File: src/rtl/gt_rx_deframer.sv
// gt_rx_deframer: K28.5 lane alignment, link lock and SOF/EOF frame stripping on the GT rx stream.
// Define GT_RX_DEFRAMER_STAT_EN to add saturating frame/error/loss counters.
module gt_rx_deframer #(
  parameter int LOCK_CNT = 16,
  parameter int LOSS_CNT = 4,
  parameter int MAX_LEN  = 1024
) (
  input  logic        clk_i,
  input  logic        rst_n_i,
  input  logic [15:0] rx_data_i,
  input  logic [1:0]  rx_charisk_i,
  input  logic        rx_resetdone_i,
  output logic [15:0] m_data_o,
  output logic        m_valid_o,
  output logic        m_sof_o,
  output logic        m_eof_o,
  output logic        m_err_o,
  output logic        lock_o,
  output logic        swap_o
`ifdef GT_RX_DEFRAMER_STAT_EN
  ,
  output logic [31:0] frame_cnt_o,
  output logic [31:0] err_cnt_o,
  output logic [15:0] loss_cnt_o
`endif
);
  localparam int HW = $clog2(LOCK_CNT + 1);
  localparam int IW = $clog2(LOSS_CNT + 1);
  localparam logic [HW-1:0] HLAST = HW'(LOCK_CNT - 1);
  localparam logic [IW-1:0] ILAST = IW'(LOSS_CNT - 1);
  typedef enum logic [1:0] {HUNT, IDLE, DATA, DROP} state_t;
  state_t state_q, state_d;
  logic [HW-1:0] hcnt_q, hcnt_d;
  logic [IW-1:0] icnt_q, icnt_d;
  logic [15:0] hd_q, hd_d, len_q, len_d, m_data_q, m_data_d;
  logic [7:0] prev_q, prev_d;
  logic prevk_q, prevk_d, swap_q, swap_d, hv_q, hv_d, lock_q, lock_d;
  logic m_valid_q, m_valid_d, m_sof_q, m_sof_d, m_eof_q, m_eof_d, m_err_q, m_err_d, emit;
  logic [15:0] w;
  logic [1:0] k;
  logic is_idle, is_sof, is_eof, is_data, invalid, loss, full, raw_idle, raw_shift;
  // Swapped alignment pairs this word's low byte with last word's high byte
  assign w = swap_q ? {rx_data_i[7:0], prev_q} : rx_data_i;
  assign k = swap_q ? {rx_charisk_i[0], prevk_q} : rx_charisk_i;
  assign is_idle = k == 2'b01 && w == 16'h50BC;
  assign is_sof = k == 2'b01 && w == 16'h50FB;
  assign is_eof = k == 2'b01 && w == 16'h50FD;
  assign is_data = k == 2'b00;
  assign invalid = !(is_idle || is_sof || is_eof || is_data);
  assign loss = state_q != HUNT && invalid && icnt_q == ILAST;
  assign full = len_q == 16'(MAX_LEN);
  assign raw_idle = rx_data_i == 16'h50BC && rx_charisk_i == 2'b01;
  assign raw_shift = rx_data_i[15:8] == 8'hBC && rx_charisk_i == 2'b10;
  assign prev_d = rx_resetdone_i ? rx_data_i[15:8] : '0;
  assign prevk_d = rx_resetdone_i && rx_charisk_i[1];
  assign lock_d = state_d != HUNT;
  always_ff @(posedge clk_i or negedge rst_n_i) begin
    if (!rst_n_i) begin
      state_q <= HUNT;
      hcnt_q <= '0;
      icnt_q <= '0;
      hd_q <= '0;
      len_q <= '0;
      prev_q <= '0;
      prevk_q <= 1'b0;
      swap_q <= 1'b0;
      hv_q <= 1'b0;
      lock_q <= 1'b0;
      m_data_q <= '0;
      m_valid_q <= 1'b0;
      m_sof_q <= 1'b0;
      m_eof_q <= 1'b0;
      m_err_q <= 1'b0;
    end else begin
      state_q <= state_d;
      hcnt_q <= hcnt_d;
      icnt_q <= icnt_d;
      hd_q <= hd_d;
      len_q <= len_d;
      prev_q <= prev_d;
      prevk_q <= prevk_d;
      swap_q <= swap_d;
      hv_q <= hv_d;
      lock_q <= lock_d;
      m_data_q <= m_data_d;
      m_valid_q <= m_valid_d;
      m_sof_q <= m_sof_d;
      m_eof_q <= m_eof_d;
      m_err_q <= m_err_d;
    end
  end
  always_comb begin
    state_d = state_q;
    hcnt_d = hcnt_q;
    icnt_d = '0;
    swap_d = swap_q;
    hv_d = hv_q;
    hd_d = hd_q;
    len_d = len_q;
    if (state_q == HUNT) begin
      swap_d = raw_idle ? 1'b0 : raw_shift ? 1'b1 : swap_q;
      hcnt_d = is_idle ? hcnt_q + HW'(1) : '0;
      if (is_idle && hcnt_q == HLAST) begin
        state_d = IDLE;
        hcnt_d = '0;
      end
    end else if (loss) begin
      state_d = HUNT;
      hv_d = 1'b0;
      len_d = '0;
    end else begin
      icnt_d = invalid ? icnt_q + IW'(1) : '0;
      case (state_q)
        IDLE: if (is_sof) begin
          state_d = DATA;
          len_d = '0;
        end
        DATA: if (is_data && !full) begin
          hd_d = w;
          hv_d = 1'b1;
          len_d = len_q + 16'd1;
        end else if (!invalid) begin
          state_d = is_sof ? DATA : is_data ? DROP : IDLE;
          hv_d = 1'b0;
          len_d = '0;
        end
        DROP: if (is_sof) begin
          state_d = DATA;
          len_d = '0;
        end else if (is_eof || is_idle) state_d = IDLE;
        default: ;
      endcase
    end
    if (!rx_resetdone_i) begin
      state_d = HUNT;
      hcnt_d = '0;
      icnt_d = '0;
      swap_d = 1'b0;
      hv_d = 1'b0;
      hd_d = '0;
      len_d = '0;
    end
  end
  // Any valid symbol in DATA releases the held word; only a further DATA word below MAX_LEN leaves it untagged
  always_comb begin
    emit = rx_resetdone_i && state_q == DATA && !invalid;
    m_valid_d = emit && hv_q;
    m_sof_d = m_valid_d && len_q == 16'd1;
    m_eof_d = m_valid_d && !(is_data && !full);
    m_err_d = rx_resetdone_i && state_q == DATA &&
              (loss ? hv_q : !invalid && (is_eof ? !hv_q : (!is_data || full)));
    m_data_d = rx_resetdone_i ? hd_q : '0;
  end
  assign m_data_o = m_data_q;
  assign m_valid_o = m_valid_q;
  assign m_sof_o = m_sof_q;
  assign m_eof_o = m_eof_q;
  assign m_err_o = m_err_q;
  assign lock_o = lock_q;
  assign swap_o = swap_q;
`ifdef GT_RX_DEFRAMER_STAT_EN
  logic [31:0] frame_q, errc_q;
  logic [15:0] lossc_q;
  always_ff @(posedge clk_i or negedge rst_n_i) begin
    if (!rst_n_i) begin
      frame_q <= '0;
      errc_q <= '0;
      lossc_q <= '0;
    end else if (rx_resetdone_i) begin
      if (m_eof_d && !m_err_d && ~&frame_q) frame_q <= frame_q + 32'd1;
      if (m_err_d && ~&errc_q) errc_q <= errc_q + 32'd1;
      if (loss && ~&lossc_q) lossc_q <= lossc_q + 16'd1;
    end
  end
  assign frame_cnt_o = frame_q;
  assign err_cnt_o = errc_q;
  assign loss_cnt_o = lossc_q;
`endif
endmodule

File: config.mk
export PLATFORM = sky130hd
export DESIGN_NAME = gt_rx_deframer
export DESIGN_NICKNAME = d
export VERILOG_FILES = /design/src/rtl/gt_rx_deframer.sv
export SDC_FILE = /design/constraint.sdc
export NUM_CORES = 1
export LEC_CHECK = 0
export CORE_MARGIN = 4
export CORE_UTILIZATION = 55
export CTS_BUF_LIST = sky130_fd_sc_hd__clkbuf_4 sky130_fd_sc_hd__clkbuf_8 sky130_fd_sc_hd__clkbuf_16
export DETAILED_ROUTE_END_ITERATION = 6
export HOLD_SLACK_MARGIN = 0.15
export PLACE_DENSITY = 0.86
export SLEW_MARGIN = 20
export SYNTH_ARGS = -nofsm -noshare
export SYNTH_HDL_FRONTEND = slang
export SYNTH_SLANG_ARGS = --single-unit
File: constraint.sdc
create_clock -name clk_i -period 2.8 [get_ports clk_i]
set_input_delay 0.28 -clock clk_i [delete_from_list [all_inputs] [get_ports clk_i]]
set_output_delay 0.28 -clock clk_i [all_outputs]
set_load 0.05 [all_outputs]
==> impl_results.md, run 1 <==
* Crit path max fanout at 15
* CP max stage delay at 580 ps
* Wirelength, routed at 8360 microns
* Antenna violations before repair at 0
* Most frequent cells after synthesis: dfrtp_1, nand2_1, and2_1
* CTS clk-pin slew, worst paths at 80 ps
* LEAKAGE at 2.208 nW
* Critical path cell sequence: nor4bb_1 > a22oi_1 > a21o_1 > o2111a_1 > or4b_1 > buf_12 > a31oi_1
* Final ANT Viol Nets at 0
* Power per cell area at 469.1 nW/um^2
* Syn_area_per_cell at 10.69 sq um
* Yosys cell types at 58
* Placeable Area at 6531 sq um
* # setup viols final at 0
* CP Data Required Time at 3080 ps
* FFs w/ async S/R, synth at 100.0%
* Post-synth EDFFs at 0
* Final min period at 2590 ps
* Clock Latency Late Sink at 360 ps
* Clk buf depth at 2
* RePlAce Congestion at 0.9290
* Synth Instances at 354
* Syn Std Cell Area at 3784 sq um
* Root Buffer: clkbuf_8
* Crit Path Category: flop to flop
* Synthesized flop and latch total at 74
* Synth area leaders: dfrtp_1, mux2i_1, and2_1, o211a_1, nand2_1
* Boundary Pins at 43
* DRT iter0 DRCs at 254
* Reg2Reg Depth at 7
* Via/cell ratio at 6.020
* Vias at 3004
* Routed WL per cell at 16.75 microns
* Yosys top cell area share at 48.94%
* Dominant synthesized flop cell: dfrtp_1
* Die X at 90.94 microns
* Status: completed
* Sequential cell area fraction in the yosys report at 48.94%
* Total negative slack at 0 ps
* Clk sinks at 74
* Crit share post-route at 92.51%
* First-pass GRT wire length at 14600 microns
* Dpl hpwl at 5903 microns
* Syn. warnings at 0
* Worst hold path type: primary input to asynchronous set/reset pin
* Gr usage total at 21.65%
* RSZ-0062 raised after global routing: no
* Final #Nets at 445
* Worst Path Arrival at 2870 ps
* FP Rows at 29
* VDD IR max at 0.0002762 V
* Worst path depth at 7
* Post-CTS setup buffer count at 0
* Slowest-stage cell, CP: or4b_1
* MaxCap Viol Count at 0
* Relative slew slack at 61.46%
* Kind of cell adding the most delay to the critical path: simple AND/OR/NAND/NOR gates
* TritonCTS buffer count at 9
* Die H at 90.94 microns
* Die ar. at 8270 sq um
* Total gr overflow at 0
* Clock skew at 12.77 ps
* Share of cells above drive strength 1 at 14.93%
* Area growth syn-to-layout at 23.51%
* Final instance area at 4673 sq um
* CTS tree: yes
* CP startpoint kind: flop
* Most frequent cell after synthesis: dfrtp_1
* DRC at 0
* Least-Margin Pin Slew at 574.3 ps
* Initial core utilization at 57.93%
* # diodes at 0
* Crit path capture type: flop
* Worst path buffer plus inverter count at 1
* DP Area at 4429 sq um
* Buffers on Ports at 42
* Vias in the first global route at 3068
* Final Util at 71.55%
* Slew Viols, Final at 0
* Post-place setup slack at -2.661 ps
* Final WS setup at 209.8 ps
* Largest net degree at the start of global routing at 36
* H-tree depth at 3
* Fin. Hold Viols at 0
* Pre-antenna DRT Iters at 5
* Max Clock Freq at 386.1 MHz
* Syn_nets at 382
* Area leader, netlist: dfrtp_1
## state kept, by name (all words and copies together) (netlist names)
| signal | cells |
|---|---|
| m_eof_o | 1 |
| hv_q | 1 |
| lock_o | 1 |
| len_q | 16 |
| m_sof_o | 1 |
| m_valid_o | 1 |
| swap_o | 1 |
| m_data_o | 16 |
| state_q | 2 |
| m_err_o | 1 |
| prev_q | 8 |
| prevk_q | 1 |
| hd_q | 16 |
| icnt_q | 3 |
| hcnt_q | 5 |
## per-layer routing
| layer | track usage, % | up-vias | part of all wire (%) |
|---|---|---|---|
| met5 | 0 | - | 0 |
| met4 | 8.794 | 0 | 1.9 |
| met3 | 4.463 | 17 | 5.8 |
| met2 | 33.42 | 109 | 47 |
| met1 | 30.06 | 1459 | 45 |
| li1 | - | 1419 | - |
## area by class of cell
class                           count  area [sq um]
Inverter                           11         41.29
Clock inverter                      4         73.82
Multi-Input combinational cell    251          1797
Fill cell                         462          1858
Sequential cell                    74          1853
Timing Repair Buffer               70         653.1
Clock buffer                       12         158.9
Tap cell                           77         96.34
## power by group
part           switching (mW)  internal, mW  total, mW
Clock                   0.402         0.561      0.963
Combinational          0.0849        0.0658      0.151
Sequential            0.00418          1.07       1.08
## worst paths after layout
kind / start / to / slack (ps)
min reg2reg: icnt_q[0] / icnt_q[0] / 430
max: swap_o / len_q[5] / 210
max in group asynchronous: rst_n_i / len_q[1] / 1660
min in group clk_i: icnt_q[0] / icnt_q[0] / 430
min: rst_n_i / m_data_o[9] / 370
max reg2reg: swap_o / len_q[5] / 210
## repair_timing
item | CTS | global route
resized for setup | 0 | 1
endpoints found under the hold margin | 16 | 0
hold buffers | 1 | 0
setup endpoints to repair | 0 | 17
## metrics by stage
stage / std cells / hold slack [ps] / total power [mW]
finish: 499 / 374.0 / 2.192
global route: 499 / 408.2 / 2.266
CTS: 499 / 385.5 / 2.203
detailed placement: 482 / 224.4 / 1.248
global placement: 482 / 220.5 / 1.245
floorplan: 354 / -15.59 / 1.156
## kinds of logic (layout without fill, tap and decap cells)
group | Yosys count | in the layout | synth area share, %
AND/OR/NAND/NOR | 149 | 149 | 22.55
AO/OA/AOI/OAI | 77 | 77 | 17.76
flip-flops | 74 | 74 | 48.94
buffers and inverters | 29 | 97 | 3.638
multiplexers | 18 | 18 | 4.795
adder cells (fa/ha/maj) | 7 | 7 | 2.315
## cells in the final DEF, fill, tap and decap left out, types with 4 or more instances in the layout
master	n
a21oi_1	11
nand3_1	12
o21ai_0	7
ha_1	7
inv_1	11
and2_1	26
clkdlybuf4s50_1	41
and3_1	12
a31oi_4	6
nor2b_1	5
o211a_1	16
nand4_1	4
nand2b_1	7
a31oi_1	10
nand2_1	37
clkbuf_8	11
mux2i_1	17
nor2_1	14
nor4bb_1	4
nand3b_1	4
dfrtp_1	73
buf_4	25
(Power assumes the default switching activity.)
==> run 2: changes to the inputs <==
--- a/config.mk
+++ b/config.mk
@@ -9,7 +9,7 @@
 export CORE_UTILIZATION = 55
 export CTS_BUF_LIST = sky130_fd_sc_hd__clkbuf_4 sky130_fd_sc_hd__clkbuf_8 sky130_fd_sc_hd__clkbuf_16
 export DETAILED_ROUTE_END_ITERATION = 6
-export HOLD_SLACK_MARGIN = 0.15
+export HOLD_SLACK_MARGIN = 0.08
 export PLACE_DENSITY = 0.86
 export SLEW_MARGIN = 20
 export SYNTH_ARGS = -nofsm -noshare
==> results of run 2 <==
The final DEF is identical to that of run 1; final timing and power are the same.
==> RTL edit 1 (settings of run 1) <==
Set the parameter `LOSS_CNT` to 8 (it was 4).
--- a/src/rtl/gt_rx_deframer.sv
+++ b/src/rtl/gt_rx_deframer.sv
@@ -2,7 +2,7 @@
 // Define GT_RX_DEFRAMER_STAT_EN to add saturating frame/error/loss counters.
 module gt_rx_deframer #(
   parameter int LOCK_CNT = 16,
-  parameter int LOSS_CNT = 4,
+  parameter int LOSS_CNT = 8,
   parameter int MAX_LEN  = 1024
 ) (
   input  logic        clk_i,
Function: no difference found for any inputs over 10 cycles, from zero or initial values and one cycle with rst_n_i low; that may be too few to reach the edited logic, so the function may still have changed.
==> RTL edit 1 against run 1 <==
  * Sequential cell count is 1 higher
  * Sequential share of layout area grew 1.1 points
  * Clock power barely moved
  * Synthesized area rose by 0.60%
  * Count of clock-buffer cells in the layout is 2 lower
  * Die area is 0.55% higher
  * Via count rose by 0.67%
  * Cell area down 1.5%
  * Non-clock buffer count fell by 16
  * Combinational power shrank 3%
  * Power up 0.43%
  * Routed wire length up 1.2%
  * Worst setup slack better by 48 ps
  * Largest power group unchanged
  * Highest routed layer unchanged
==> RTL edit 1: results (changes against run 1) <==
----------------------------------------------------
[Final layout]
  Total inserted antenna cells ... 0 (unchanged)
  Filler cells ... 532 (+15%)
  Post-route insts no fill ... 499 (unchanged)
  Net count reported at finish ... 441 (-0.90%)
  Layout cells sized above 1 ... 12.2% (-2.8 points)

[GRT]
  Met3 usage ... 5.88% (+1.4 points)
  Largest net degree at the start of global routing ... 76 (+110%)
  Total routing usage reported by global routing ... 21.7% (+0.025 points)
  Wire length of the first global-routing pass ... 14.4 mm (-1.2%)
  Met1 track demand over resource in global routing ... 28.2% (-1.9 points)
  Global-route met2 utilization ... 35.2% (+1.8 points)
  Via count of the first global-routing pass ... 2972 (-3.1%)

[Synth]
  Mux cell area share after synthesis ... 4.21% (-0.59 points)
  Area share of xor/xnor cells in the synthesized design ... 1.15% (+1.2 points)
  Part of the Yosys area used for sequential elements ... 49.3% (+0.37 points)
  Count of different cell masters after synthesis ... 63 (+8.6%)
  Compound-gate portion of the synthesized area ... 14.4% (-3.4 points)
  Share of flip-flops with an asynchronous set or reset ... 100% (unchanged)
  Fraction of the mapped netlist area in adder cells ... 1.97% (-0.34 points)
  Top cells by area in the synthesized netlist ... dfrtp_1, mux2i_1, and2_1
  Top post-synthesis cells by count ... dfrtp_1, nor2_1, and2_1
  Post-Syn Instances ... 364 (+2.8%)
  Synthesized net count ... 391 (+2.4%)
  Count of state elements after synthesis ... 75 (+1.4%)
  Synth Flop Type ... dfrtp_1

[Timing]
  Fin Clk Skew ... 11.5 ps (-1.28 ps)
  Relative slew slack ... 64.0% (+2.5 points)

[Clock tree]
  Post-CTS setup buffer count ... 0 (unchanged)
  Number of buffers between clock root and the deepest sink ... 2 (unchanged)
  Buffer cell driving the clock tree root ... clkbuf_8
  Clock latency reported for the late side of the worst-skew pair ... 350 ps

[Power and ir drop]
  Maximum ir drop on the vdd rail ... 0.289 mV (+4.6%)
  P_leak ... 2.10 nW (-4.8%)

[Run status]
  Run status ... finished clean

[Placement]
  Routability cong. ... 0.875 (-5.8%)
  Number of buffer cells added on primary ports ... 42 (unchanged)
  Post-detail-place hpwl ... 5.81 mm (-1.5%)
  Number of cells in the design after placement ... 482 (unchanged)

[Routing]
  Initial detailed-routing violation count ... 219 (-14%)
  Drt pass-1 iters ... 4 (-1)
  Mean number of vias per cell ... 6.06 (+0.67%)
  Average wire per cell in the routed design ... 17.0 um (+1.2%)

[Worst hold path]
  Worst hold start ... icnt_q[0]$_DFF_PN0_
  Worst min path class ... flop to flop

[Setup path]
  Max Fanout on Critical Path ... 15 (unchanged)
  Crit Path Category ... flop to flop
  Launch instance of the worst register-to-register path ... swap_o$_DFFE_PN0P_
  Arrival time worst endpoint ... 2830 ps (-40 ps)

----------------------------------------------------
RTL edit 1: worst max-delay path, stage by stage (launching register included):
cell,delay [ps]
dfrtp_1,630
buf_4,290
nor2b_1,80
a211oi_2,420
o21a_1,270
nand2_1,340
nor3_1,300
a211o_1,140
RTL edit 1: layout make-up:
class	count	area (um2)	share of cell area (%)
Multi-Input combinational cell	264	1810	39.3
Inverter	10	37.5	0.815
Clock inverter	6	95.1	2.07
Sequential cell	75	1880	40.8
Tap cell	80	100	2.17
Timing Repair Buffer	54	546	11.8
Clock buffer	10	138	2.99
RTL edit 1: repair_timing:
action,in CTS,in global routing
hold buffers,1,0
setup endpoints to repair,0,0
endpoints found under the hold margin,75,0
RTL edit 1: power by group:
part / internal, mW / switching [mW] / leakage (nW) / total, mW
Clock: 0.537 / 0.423 / 0.118 / 0.960
Sequential: 1.09 / 0.00642 / 1.04 / 1.10
Combinational: 0.0607 / 0.0861 / 0.947 / 0.147
RTL edit 1: through the flow:
step                hold WS (ps)  area [um2]  setup WS (ps)
floorplan                  -15.6        3810            314
global placement             339        4360           74.6
detailed placement           341        4360           23.8
CTS                          471        4600            300
global route                 492        4600           28.1
finish                       471        4600            258
RTL edit 1: cells by family after synthesis:
| family | after synthesis |
|---|---|
| AO/OA/AOI/OAI | 68 |
| XOR/XNOR | 5 |
| adder cells (fa/ha/maj) | 6 |
| buffers and inverters | 25 |
| flip-flops | 75 |
| multiplexers | 16 |
| AND/OR/NAND/NOR | 169 |
RTL edit 1: worst paths after layout:
check                                         to  slack [ps]  cells past startpoint
max                         len_q[9]$_DFFE_PN0P_         260                      7
min in group asynchronous  m_data_o[9]$_DFF_PN0_         490                      3
max reg2reg                 len_q[9]$_DFFE_PN0P_         260                      7
max in group asynchronous  hcnt_q[4]$_DFFE_PN0P_        2010                      3
min reg2reg                  icnt_q[0]$_DFF_PN0_         470                      1
min                          icnt_q[0]$_DFF_PN0_         470                      1
RTL edit 1: layer usage:
layer / wire, um / up-vias
met3: 382 / 13
met5: 0 / -
met4: 100 / 0
met1: 3800 / 1498
met2: 4180 / 76
li1: - / 1437
==> RTL edit 2 (flow settings as in run 1) <==
Made on the original files. Register the inputs `rx_data_i` and `rx_charisk_i` before use, with the module's reset. The logic sees them one clock later.
--- a/src/rtl/gt_rx_deframer.sv
+++ b/src/rtl/gt_rx_deframer.sv
@@ -29,6 +29,20 @@
   localparam logic [HW-1:0] HLAST = HW'(LOCK_CNT - 1);
   localparam logic [IW-1:0] ILAST = IW'(LOSS_CNT - 1);
   typedef enum logic [1:0] {HUNT, IDLE, DATA, DROP} state_t;
+
+  logic [15:0] rx_data_q;
+  logic [1:0] rx_charisk_q;
+
+  always_ff @(posedge clk_i or negedge rst_n_i) begin
+    if (!rst_n_i) begin
+      rx_data_q    <= '0;
+      rx_charisk_q <= '0;
+    end else begin
+      rx_data_q    <= rx_data_i;
+      rx_charisk_q <= rx_charisk_i;
+    end
+  end
+
   state_t state_q, state_d;
   logic [HW-1:0] hcnt_q, hcnt_d;
   logic [IW-1:0] icnt_q, icnt_d;
@@ -40,8 +54,8 @@
   logic [1:0] k;
   logic is_idle, is_sof, is_eof, is_data, invalid, loss, full, raw_idle, raw_shift;
   // Swapped alignment pairs this word's low byte with last word's high byte
-  assign w = swap_q ? {rx_data_i[7:0], prev_q} : rx_data_i;
-  assign k = swap_q ? {rx_charisk_i[0], prevk_q} : rx_charisk_i;
+  assign w = swap_q ? {rx_data_q[7:0], prev_q} : rx_data_q;
+  assign k = swap_q ? {rx_charisk_q[0], prevk_q} : rx_charisk_q;
   assign is_idle = k == 2'b01 && w == 16'h50BC;
   assign is_sof = k == 2'b01 && w == 16'h50FB;
   assign is_eof = k == 2'b01 && w == 16'h50FD;
@@ -49,10 +63,10 @@
   assign invalid = !(is_idle || is_sof || is_eof || is_data);
   assign loss = state_q != HUNT && invalid && icnt_q == ILAST;
   assign full = len_q == 16'(MAX_LEN);
-  assign raw_idle = rx_data_i == 16'h50BC && rx_charisk_i == 2'b01;
-  assign raw_shift = rx_data_i[15:8] == 8'hBC && rx_charisk_i == 2'b10;
-  assign prev_d = rx_resetdone_i ? rx_data_i[15:8] : '0;
-  assign prevk_d = rx_resetdone_i && rx_charisk_i[1];
+  assign raw_idle = rx_data_q == 16'h50BC && rx_charisk_q == 2'b01;
+  assign raw_shift = rx_data_q[15:8] == 8'hBC && rx_charisk_q == 2'b10;
+  assign prev_d = rx_resetdone_i ? rx_data_q[15:8] : '0;
+  assign prevk_d = rx_resetdone_i && rx_charisk_q[1];
   assign lock_d = state_d != HUNT;
   always_ff @(posedge clk_i or negedge rst_n_i) begin
     if (!rst_n_i) begin
Behaviour: not the same (a bounded check fails within 4 cycles, from zero or initial values and one cycle with rst_n_i low).
==> RTL edit 2 against run 1 <==
  * Routed wire length up 1.4%
  * Cell area is 7.1% higher
  * Worst hold slack worse by 23 ps
  * Critical path type unchanged
  * Core utilization decreased by 4.0 points
  * Global-route usage decreased by 1.8 points
  * Critical endpoint is now len_q[12]$_DFFE_PN0P_
  * Sequential cell count is 18 higher
  * Synthesized area is 13% higher
  * Power rose by 9.7%
  * Largest cell class unchanged
  * Worst setup slack better by 86 ps
==> RTL edit 2: results (changes against run 1) <==
----------------------------------------------------
[Clock tree]
  Number of buffers between clock root and the deepest sink ... 2 (unchanged)
  Number of buffers created by CTS ... 9 (unchanged)
  Clock transition at path regs ... 90 ps
  H-tree depth ... 3 (unchanged)
  Buffer cell driving the clock tree root ... clkbuf_8
  Clock latency reported for the late side of the worst-skew pair ... 360 ps (about the same)

[Synth]
  Fraction of the mapped netlist area in adder cells ... 2.05% (-0.26 points)
  Area share of xor/xnor cells in the synthesized design ... 0.411% (+0.41 points)
  Part of the Yosys area used for sequential elements ... 54.0% (+5.0 points)
  Mux cell area share after synthesis ... 6.04% (+1.2 points)
  Compound-gate portion of the synthesized area ... 14.1% (-3.6 points)
  Top cells by area in the synthesized netlist ... dfrtp_1, mux2i_1, and2_1
  Synthesized net count ... 408 (+6.8%)
  Count of different cell masters after synthesis ... 63 (+8.6%)
  Top post-synthesis cells by count ... dfrtp_1, nor2_1, and2_1
  Share of flip-flops with an asynchronous set or reset ... 100% (unchanged)
  Cell type contributing the most total cell area after synthesis ... dfrtp_1
  Synth warnings ... 0 (unchanged)

[Timing]
  Tightest Pin Transition ... 782 ps (+208 ps)
  Fin Clk Skew ... 14.5 ps (+1.68 ps)

[GRT]
  Via count of the first global-routing pass ... 2887 (-5.9%)
  Wire length of the first global-routing pass ... 14.1 mm (-3.7%)
  Total routing usage reported by global routing ... 19.9% (-1.8 points)
  Largest net degree at the start of global routing ... 93 (+160%)
  Gr ovfl total ... 0 (unchanged)
  Antenna violations before repair ... 0 (unchanged)

[Routing]
  Mean number of vias per cell ... 5.81 (-3.6%)
  Average wire per cell in the routed design ... 16.0 um (-4.5%)
  Drt pass-1 iters ... 5 (unchanged)
  Initial detailed-routing violation count ... 232 (-8.7%)

[Placement]
  Routability cong. ... 0.962 (+3.6%)
  Number of buffer cells added on primary ports ... 42 (unchanged)
  Post-detail-place hpwl ... 5.86 mm (-0.74%)

[Setup path]
  Max Fanout on Critical Path ... 14 (-1)
  Arrival time worst endpoint ... 2760 ps (-110 ps)

[Final layout]
  Layout cells sized above 1 ... 11.4% (-3.6 points)
  Total inserted antenna cells ... 0 (unchanged)
  Net count reported at finish ... 455 (+2.2%)
  Filler cells ... 534 (+16%)

[Power and ir drop]
  P_leak ... 2.11 nW (-4.4%)
  Maximum ir drop on the vdd rail ... 0.341 mV (+23%)

[Worst hold path]
  Worst min path class ... input pin to flop

[Run status]
  Run status ... finished clean

----------------------------------------------------
## RTL edit 2: stage by stage
step	power [mW]	setup WS [ps]	cell area [um2]	instances
global route	2.49	177	5010	530
global placement	1.54	202	4770	511
finish	2.40	296	5010	530
floorplan	1.46	436	4270	380
detailed placement	1.55	130	4770	511
CTS	2.42	84.5	4970	526
## RTL edit 2: final cells by class
type	instances	area share [%]
inverter	10	0.750
tap	99	2.47
sequential	92	46.0
multi-input combinational	258	36.3
clock buffer	10	2.75
clock inverter	5	1.25
timing repair buffer	56	10.5
## RTL edit 2: report_power, final
| part | internal (mW) | leakage (nW) | switching, mW |
|---|---|---|---|
| sequential | 1.35 | 1.23 | 0.0300 |
| combinational | 0.0637 | 0.782 | 0.0831 |
| clock | 0.434 | 0.0946 | 0.444 |
| total | 1.85 | 2.11 | 0.557 |
## RTL edit 2: timing repair
item / in CTS / in global routing
hold buffers: 0 / 1
hold endpoints to repair: 0 / 92
buffers inserted: 0 / 3
gates resized for setup: 0 / 0
endpoints found under the setup margin: 0 / 1
## RTL edit 2: kinds of logic (layout without fill, tap and decap cells)
family	after synthesis	in the layout
compound gates	73	73
xor+xnor	2	2
flops	92	92
mux	25	25
fa+ha+maj	7	7
buf+inv	30	81
simple gates	151	151
## RTL edit 2: final timing paths
path,slack [ps],start,to,depth (start not counted)
min,350,rx_data_i[7],rx_data_q[7]$_DFF_PN0_,1
min in group asynchronous,550,rst_n_i,m_data_o[7]$_DFF_PN0_,2
max reg2reg,300,swap_o$_DFFE_PN0P_,len_q[12]$_DFFE_PN0P_,7
min reg2reg,460,icnt_q[0]$_DFF_PN0_,icnt_q[0]$_DFF_PN0_,1
max,300,swap_o$_DFFE_PN0P_,len_q[12]$_DFFE_PN0P_,7
max in group asynchronous,1710,rst_n_i,state_q[1]$_DFF_PN0_,2
## RTL edit 2: worst max-delay path, cell delays in order (launching register included)
cell and delay [ps]:
dfrtp_1 650, nand4_1 150, a22oi_1 360, o211ai_1 260
o31ai_2 380, o31ai_4 160, buf_4 220, a21o_2 220
## RTL edit 2: per-layer routing
layer	GRT usage (%)	part of all wire (%)	wire length, um	vias to the layer above
met3	3.75	6.7	568	23
li1	-	-	-	1471
met4	10.1	3.0	257	0
met5	0	0	0	-
met1	28.3	46	3880	1458
met2	29.2	45	3780	125
